--- config.mk ---
export PLATFORM = sky130hd
export DESIGN_NAME = mode_interval_tally
export DESIGN_NICKNAME = d
export VERILOG_FILES = /design/src/rtl/mode_interval_tally.sv
export SDC_FILE = /design/constraint.sdc
export NUM_CORES = 1
export LEC_CHECK = 0
export CORE_MARGIN = 2
export CORE_UTILIZATION = 55
export CTS_BUF_LIST = sky130_fd_sc_hd__clkbuf_8
export DETAILED_ROUTE_END_ITERATION = 8
export GPL_TIMING_DRIVEN = 0
export PLACE_DENSITY = 0.73
export SYNTH_ARGS = -nofsm -noshare
export SYNTH_HDL_FRONTEND = slang
export SYNTH_SLANG_ARGS = --single-unit
--- constraint.sdc ---
create_clock -name clk_i -period 4.5 [get_ports clk_i]
set_clock_uncertainty 0.05 [all_clocks]
set_input_delay 1.125 -clock clk_i [delete_from_list [all_inputs] [get_ports clk_i]]
set_output_delay 1.125 -clock clk_i [all_outputs]
set_load 0.01 [all_outputs]
--- src/rtl/mode_interval_tally.sv ---
// Per-mode saturating tally of out-of-interval lane flags, with a valid/ready
// dump port that streams every counter (mode 0 first) on request.
module mode_interval_tally #(
    parameter int LANES       = 4,
    parameter int NUM_MODES   = 8,
    parameter int CNT_W       = 16,
    parameter int CLR_ON_DUMP = 1,
    localparam int MODE_W     = $clog2(NUM_MODES)
) (
    input  logic                      clk_i,
    input  logic                      rst_ni,
    input  logic                      valid_i,
    output logic                      ready_o,
    input  logic [LANES*MODE_W-1:0]   mode_i,
    input  logic [LANES-1:0]          out_of_mode_interval_i,
    input  logic                      clear_i,
    input  logic                      dump_req_i,
    output logic                      dump_valid_o,
    input  logic                      dump_ready_i,
    output logic [MODE_W-1:0]         dump_mode_o,
    output logic [CNT_W-1:0]          dump_cnt_o,
    output logic                      dump_last_o,
    output logic [NUM_MODES-1:0]      sat_o,
    output logic                      busy_o
);

    localparam int INC_W = $clog2(LANES + 1);
    localparam int SUM_W = CNT_W + INC_W;

    localparam logic [0:0] S_IDLE = 1'b0;
    localparam logic [0:0] S_DUMP = 1'b1;

    localparam logic [MODE_W-1:0] LAST_MODE = MODE_W'(NUM_MODES - 1);
    localparam logic [CNT_W-1:0]  CNT_MAX   = {CNT_W{1'b1}};
    localparam logic [SUM_W-1:0]  SUM_MAX   = {{INC_W{1'b0}}, CNT_MAX};

    // Valid/ready: a transfer happens on a rising clock edge where both
    // valid and ready are high; valid, once raised, holds its payload until
    // the transfer (or an abort by clear_i / reset).

    logic [0:0]           state_q, state_d;
    logic [CNT_W-1:0]     cnt_q [NUM_MODES];
    logic [CNT_W-1:0]     cnt_d [NUM_MODES];
    logic [NUM_MODES-1:0] sat_q, sat_d;
    logic                 dump_valid_q, dump_valid_d;
    logic [MODE_W-1:0]    dump_mode_q, dump_mode_d;
    logic [CNT_W-1:0]     dump_cnt_q, dump_cnt_d;
    logic                 dump_last_q, dump_last_d;

    logic [INC_W-1:0]     inc [NUM_MODES];
    logic                 beat_acc;
    logic [MODE_W-1:0]    mode_nxt;
    logic [SUM_W-1:0]     sum;

    assign ready_o      = (state_q == S_IDLE);
    assign busy_o       = (state_q == S_DUMP);
    assign dump_valid_o = dump_valid_q;
    assign dump_mode_o  = dump_mode_q;
    assign dump_cnt_o   = dump_cnt_q;
    assign dump_last_o  = dump_last_q;
    assign sat_o        = sat_q;

    assign beat_acc = valid_i & ready_o & ~clear_i;
    assign mode_nxt = dump_mode_q + MODE_W'(1);

    // Per-mode count of flagged lanes in the current beat.
    always_comb begin
        for (int m = 0; m < NUM_MODES; m++) begin
            inc[m] = '0;
            for (int l = 0; l < LANES; l++) begin
                if (out_of_mode_interval_i[l] &&
                    (mode_i[l*MODE_W +: MODE_W] == MODE_W'(m))) begin
                    inc[m] = inc[m] + INC_W'(1);
                end
            end
        end
    end

    always_comb begin
        state_d      = state_q;
        cnt_d        = cnt_q;
        sat_d        = sat_q;
        dump_valid_d = dump_valid_q;
        dump_mode_d  = dump_mode_q;
        dump_cnt_d   = dump_cnt_q;
        dump_last_d  = dump_last_q;
        sum          = '0;

        if (clear_i) begin
            state_d      = S_IDLE;
            sat_d        = '0;
            dump_valid_d = 1'b0;
            dump_mode_d  = '0;
            dump_cnt_d   = '0;
            dump_last_d  = 1'b0;
            for (int m = 0; m < NUM_MODES; m++) begin
                cnt_d[m] = '0;
            end
        end else begin
            case (state_q)
                S_IDLE: begin
                    if (beat_acc) begin
                        for (int m = 0; m < NUM_MODES; m++) begin
                            sum = {{INC_W{1'b0}}, cnt_q[m]} + {{CNT_W{1'b0}}, inc[m]};
                            if (sum >= SUM_MAX) begin
                                cnt_d[m] = CNT_MAX;
                                sat_d[m] = 1'b1;
                            end else begin
                                cnt_d[m] = sum[CNT_W-1:0];
                            end
                        end
                    end
                    // The first beat shows counter 0 including this cycle's update.
                    if (dump_req_i) begin
                        state_d      = S_DUMP;
                        dump_valid_d = 1'b1;
                        dump_mode_d  = '0;
                        dump_cnt_d   = cnt_d[0];
                        dump_last_d  = (NUM_MODES == 1);
                    end
                end
                S_DUMP: begin
                    if (dump_ready_i) begin
                        if (CLR_ON_DUMP != 0) begin
                            cnt_d[dump_mode_q] = '0;
                            sat_d[dump_mode_q] = 1'b0;
                        end
                        if (dump_last_q) begin
                            state_d      = S_IDLE;
                            dump_valid_d = 1'b0;
                            dump_mode_d  = '0;
                            dump_last_d  = 1'b0;
                        end else begin
                            dump_mode_d = mode_nxt;
                            dump_cnt_d  = cnt_q[mode_nxt];
                            dump_last_d = (mode_nxt == LAST_MODE);
                        end
                    end
                end
                default: begin
                    state_d      = S_IDLE;
                    dump_valid_d = 1'b0;
                end
            endcase
        end
    end

    always_ff @(posedge clk_i or negedge rst_ni) begin
        if (!rst_ni) begin
            state_q      <= S_IDLE;
            sat_q        <= '0;
            dump_valid_q <= 1'b0;
            dump_mode_q  <= '0;
            dump_cnt_q   <= '0;
            dump_last_q  <= 1'b0;
            for (int m = 0; m < NUM_MODES; m++) begin
                cnt_q[m] <= '0;
            end
        end else begin
            state_q      <= state_d;
            sat_q        <= sat_d;
            dump_valid_q <= dump_valid_d;
            dump_mode_q  <= dump_mode_d;
            dump_cnt_q   <= dump_cnt_d;
            dump_last_q  <= dump_last_d;
            for (int m = 0; m < NUM_MODES; m++) begin
                cnt_q[m] <= cnt_d[m];
            end
        end
    end

endmodule

Word-level counts from Yosys, hierarchy flattened
Index checks and enable logic that the tools add are counted.
W data, S select, Z words.
{"block": "totals", "register_bits": 158, "out_inout_bits": 31, "elab_cells": 257}
{"block": "classes", "n_addsub": 33, "order_cmp": 13, "n_eq_ne": 42, "mux": 88, "bitwise_logic": 10, "n_reduce_logical": 50}
{"op": "$mux W128", "count": 3}
{"op": "$pmux W128 S2", "count": 1}
{"op": "$mux W16", "count": 15}
{"op": "$add A16 B3 Y17", "count": 8}
{"op": "$ge A17 B16 Y1 const B", "count": 8}
{"op": "$and A128 B128 Y128", "count": 1}
{"op": "$not A128 Y128", "count": 1}
{"op": "$mux W3", "count": 27}
{"op": "$add A3 B1 Y3 const B", "count": 24}
{"op": "$eq A3 B3 Y1 const B", "count": 17}
{"op": "$bmux W16 S3", "count": 1}
{"op": "$demux W16 S3", "count": 1}
{"op": "$logic_and A1 B1 Y1", "count": 34}
{"op": "$pmux W16 S2", "count": 1}
{"op": "$ne A3 B1 Y1 const B", "count": 10}
{"op": "$reduce_and A3 Y1", "count": 10}
{"op": "$mux W1", "count": 29}
{"op": "$eq A3 B2 Y1 const B", "count": 8}
{"op": "$mux W8", "count": 3}
{"op": "$pmux W8 S2", "count": 1}
{"op": "$eq A3 B1 Y1 const B", "count": 4}
{"op": "$logic_not A3 Y1", "count": 4}
{"op": "$and A8 B8 Y8", "count": 1}
{"op": "$ge A4 B4 Y1 const B", "count": 2}
{"op": "other kinds (15)", "count": 22}

Longest topological paths before layout
{"block": "depth", "word_depth": 16, "ltp_mapped": 20, "mapped_depth_nobuf": 18}

Least setup slack after synthesis
Ideal clock, no wire load.
{"block": "synth_path", "kind": "input-to-reg", "startpoint": "input out_of_mode_interval_i[1]", "endpoint": "register cnt_q[67] (netlist name)", "setup_ns": 0.066, "arrival_time_ns": 4.813, "setup_slack_ns": -0.429, "stages": 18, "n_path_buf": 1, "cell_sequence": "nor2b_1 nand3_1 inv_1 ha_1 xnor2_1 ha_1 inv_1 nor2_1 xor2_1 ha_1 a21oi_1 or4_1 buf_2 or4b_4 a221oi_2 nand4_2 a311oi_1 a31o_1"}
{"block": "synth_between", "elab_chain_cells": 12}
{"item": "start, declared", "line": "15", "text": "input logic [LANES-1:0] out_of_mode_interval_i,"}
{"item": "$logic_and A1 B1 Y1 *", "line": "71", "text": "if (out_of_mode_interval_i[l] &&"}
{"item": "$mux W3 *", "line": "71"}
{"item": "$add A3 B1 Y3", "line": "73", "text": "inc[m] = inc[m] + INC_W'(1);"}
{"item": "$mux W3 *", "line": "71"}
{"item": "$add A3 B1 Y3", "line": "73"}
{"item": "$mux W3 *", "line": "71"}
{"item": "$add A16 B3 Y17 *", "line": "104", "text": "sum = {{INC_W{1'b0}}, cnt_q[m]} + {{CNT_W{1'b0}}, inc[m]};"}
{"item": "$ge A17 B16 Y1", "line": "105", "text": "if (sum >= SUM_MAX) begin"}
{"item": "$mux W16 *", "line": "105"}
{"item": "$mux W128 *", "line": "102", "text": "if (beat_acc) begin"}
{"item": "$pmux W128 S2 *", "line": "100", "text": "case (state_q)"}
{"item": "$mux W128 *", "line": "89", "text": "if (clear_i) begin"}
{"item": "end signal, assigned by index", "line": "167", "text": "cnt_q[m] <= cnt_d[m];"}
{"item": "end, declared", "line": "42", "text": "logic [CNT_W-1:0] cnt_q [NUM_MODES];"}
Mark *: on every way between the ends. The rest lies on a longest branch, timed or not. The select of a mux whose other input is x is not followed.
A chain may end at the register's enable or synchronous reset.

Worst setup path after layout
{"block": "layout_path", "startpoint": "input mode_i[5]", "endpoint": "register cnt_q[116] (netlist name)"}
{"block": "layout_between", "elab_chain_cells": 13}
{"item": "start, declared", "line": "14", "text": "input logic [LANES*MODE_W-1:0] mode_i,"}
{"item": "$logic_not A3 Y1 *", "line": "72", "text": "(mode_i[l*MODE_W +: MODE_W] == MODE_W'(m))) begin"}
{"item": "$logic_and A1 B1 Y1 *", "line": "71"}
{"item": "$mux W2 *", "line": "71"}
{"item": "$add A3 B1 Y3", "line": "73"}
{"item": "$mux W3 *", "line": "71"}
{"item": "$add A3 B1 Y3", "line": "73"}
{"item": "$mux W3 *", "line": "71"}
{"item": "$add A16 B3 Y17 *", "line": "104"}
{"item": "$ge A17 B16 Y1", "line": "105"}
{"item": "$mux W16 *", "line": "105"}
{"item": "$mux W128 *", "line": "102"}
{"item": "$pmux W128 S2 *", "line": "100"}
{"item": "$mux W128 *", "line": "89"}
Marked as above.

==> qor.yml <==
outcome: "complete, no violations"
async_flop_share_pct: 100
fin_crit_sh_pct: 99.4
ir_drop_mv: 0.171
drt-initial-drc-count: 1819
final_cells: 2047
first_pass_iters: 6
synth_area_leaders: "dfrtp_1 31%, o21ai_0 7.3%, nand2_1 5.9%"
p_per_area_nw_per_um2: 210
placedCellCount: 1978
grt_pass1_vias: 12532
grt_max_degree: 83
ys_ff_latch: 158
avgSynthCellArea_um2: 8.02
final_antenna_net_count: 0
p_total_uw: 3240
drv_slew: 0
met1Wirelength_um: 20100
max_cap_viol_count: 0
rsz0062_at_grt: "yes"
synth_edf_count: 0
yosysWarningCount: 0
clock_latency_ns: 0.49
pin_count: 53
die_x_um: 157
p_leak_uw: 0.00644
yosysTopAreaCell: "dfrtp_1"
vias_per_cell: 6.72
dr.max_layer_used: "met5"
postCtsHoldBufs: 0
cp.arrival_ns: 4.82
numCtsBuffers: 17
path_clk_slew_ns: 0.10
yosysSeqAreaShare_pct: 30.6
holdWs_ns: 0.457
final_common_cell: "nand2_1"
slew_headroom_pct: 18.9
setup_tns_ns: 0
vias: 13758
cts_sinks: 158
netlist_instances: 1608
cts_root_buf: "clkbuf_8"
wl_per_cell_um: 24.4
synth_top_area_share_pct: 30.6
rows: 56
layout.nets: 1803
core_um2: 23300
hold_violations: 0
synth_cell_types: 72
hp-class: "flop to flop"
cts_buffer_depth: 2
diodes: 0
finalSetupViolations: 0
period_minus_slack_ns: 4.48
crit_path_max_fanout: 5
reg2reg_depth: 10
worstPathRequired_ns: 4.84
grt_use_total_pct: 40.5
ctsHtreeMaxLevel: 4
syn_nets: 1696
start_util_pct: 55.5
netlist_area_um2: 12900
dr_wl_met2_um: 21600
start_kind: "input pin"
cts_tree: "yes"
tightest_slew_ns: 1.21
layout_common_cells: "199 x nand2_1, 177 x o21ai_0, 158 x dfrtp_1"
die_h_um: 157
gr-total-overflow: 0
syn2layout_area_growth_pct: 19.3
routed_wl_um: 50000
grt_pass1_wl_um: 74400
ys.flop_type: "dfrtp_1"
gp_congestion: 1.03
critPathKind: "input pin to flop"
drive_gt1_share_pct: 16.0
antenna_found_initial: 2
dp_hpwl_um: 36100
fin_util_pct: 66.2
worst_setup_path_end_kind: "flop"
fmax_mhz: 223
dieArea_um2: 24700
drc: 0
met3RoutedLength_um: 6120
portBuffers: 50
hold_depth: 2
metal layers:
| metal | global-route usage, % | vias up |
|---|---|---|
| met4 | 18.4 | 4 |
| met3 | 9.75 | 154 |
| li1 | - | 6094 |
| met2 | 59.1 | 891 |
| met1 | 57.2 | 6615 |
| met5 | 0 | - |
cell usage after synthesis, types with 7 or more instances:
master / count
o22ai_1: 11
nor3b_1: 8
a31o_2: 8
o311ai_0: 9
a21o_1: 25
a31oi_1: 31
buf_1: 7
o31ai_1: 16
mux2i_1: 8
clkbuf_1: 83
or3_1: 20
and4_1: 8
and3_1: 12
o21a_1: 8
o21ai_0: 189
ha_1: 58
a22o_1: 18
dfrtp_1: 158
nor3_1: 48
nor2b_1: 13
nand3_1: 63
nand4_1: 33
mux4_2: 31
inv_1: 56
and2_1: 15
mux2_2: 11
nor2_1: 135
nor4_1: 17
a211oi_1: 7
xor2_1: 22
nand2b_1: 15
or2_2: 7
fa_1: 8
nand2_1: 204
nand4b_1: 8
xnor2_1: 35
a21oi_1: 125
critical path: stages:
cell,delay [ns]
buf_4,0.14
nor2b_4,0.15
buf_6,0.12
nand2_4,0.06
inv_4,0.07
ha_4,0.21
xor2_4,0.16
ha_1,0.29
mux2_4,0.27
fa_2,0.55
nand4_1,0.09
or3_1,0.34
a211o_1,0.33
nor4_4,0.35
clkbuf_8,0.23
o31ai_2,0.06
a211oi_1,0.27
report_power, final:
part | switching [uW] | leakage [uW] | internal (uW)
Combinational | 408 | 0.00404 | 197
Sequential | 34.1 | 0.00219 | 1440
Clock | 613 | 0.000204 | 541
sequential cells by signal, summed over array words and instances (netlist names):
name,flops
dump_last_o,1
dump_cnt_o,16
dump_valid_o,1
dump_mode_o,3
sat_o,8
cnt_q,128
busy_o,1
repair_timing:
action                                  CTS  global route
buffers inserted                         23            15
endpoints found under the setup margin  140            92
resized for setup                       122           118
pin swaps                                27            44
cloned                                    1             0
metrics by stage:
step,worst slack [ns],cell area [um2]
2_1_floorplan,-0.0447,13000
3_3_place_gp,-4.49,13900
3_5_place_dp,-1.39,13900
4_1_cts,0.00839,14900
5_1_grt,-0.0650,15400
6_report,0.0249,15400
cell type report:
type	instances	area [um2]
timing repair buffer	90	827
fill	1980	7870
clock inverter	12	135
clock buffer	20	275
sequential	158	3950
multi-input combinational	1297	9190
inverter	56	213
buffer	95	399
tap	319	399
worst paths after layout:
check,startpoint,end,slack (ns)
setup reg to reg,dump_mode_o[0],dump_cnt_o[1],0.82
hold / removal,dump_cnt_o[3],dump_cnt_o[3],0.46
min in group asynchronous,rst_ni,cnt_q[47],0.55
max in group asynchronous,rst_ni,cnt_q[77],3.00
setup / recovery,mode_i[5],cnt_q[116],0.02
hold reg to reg,dump_cnt_o[3],dump_cnt_o[3],0.46
logic make-up after synthesis:
logic type	count (synthesis)	synth area share, %
xor gates and xnor gates	57	3.87
buffers and inverters	153	4.52
muxes	51	7.20
DFF	158	30.6
and+or+nand+nor	621	23.3
AOI/OAI and AO/OA	502	23.6
adders and majority gates	66	6.87
No activity file was read; power rests on OpenSTA's default activity.
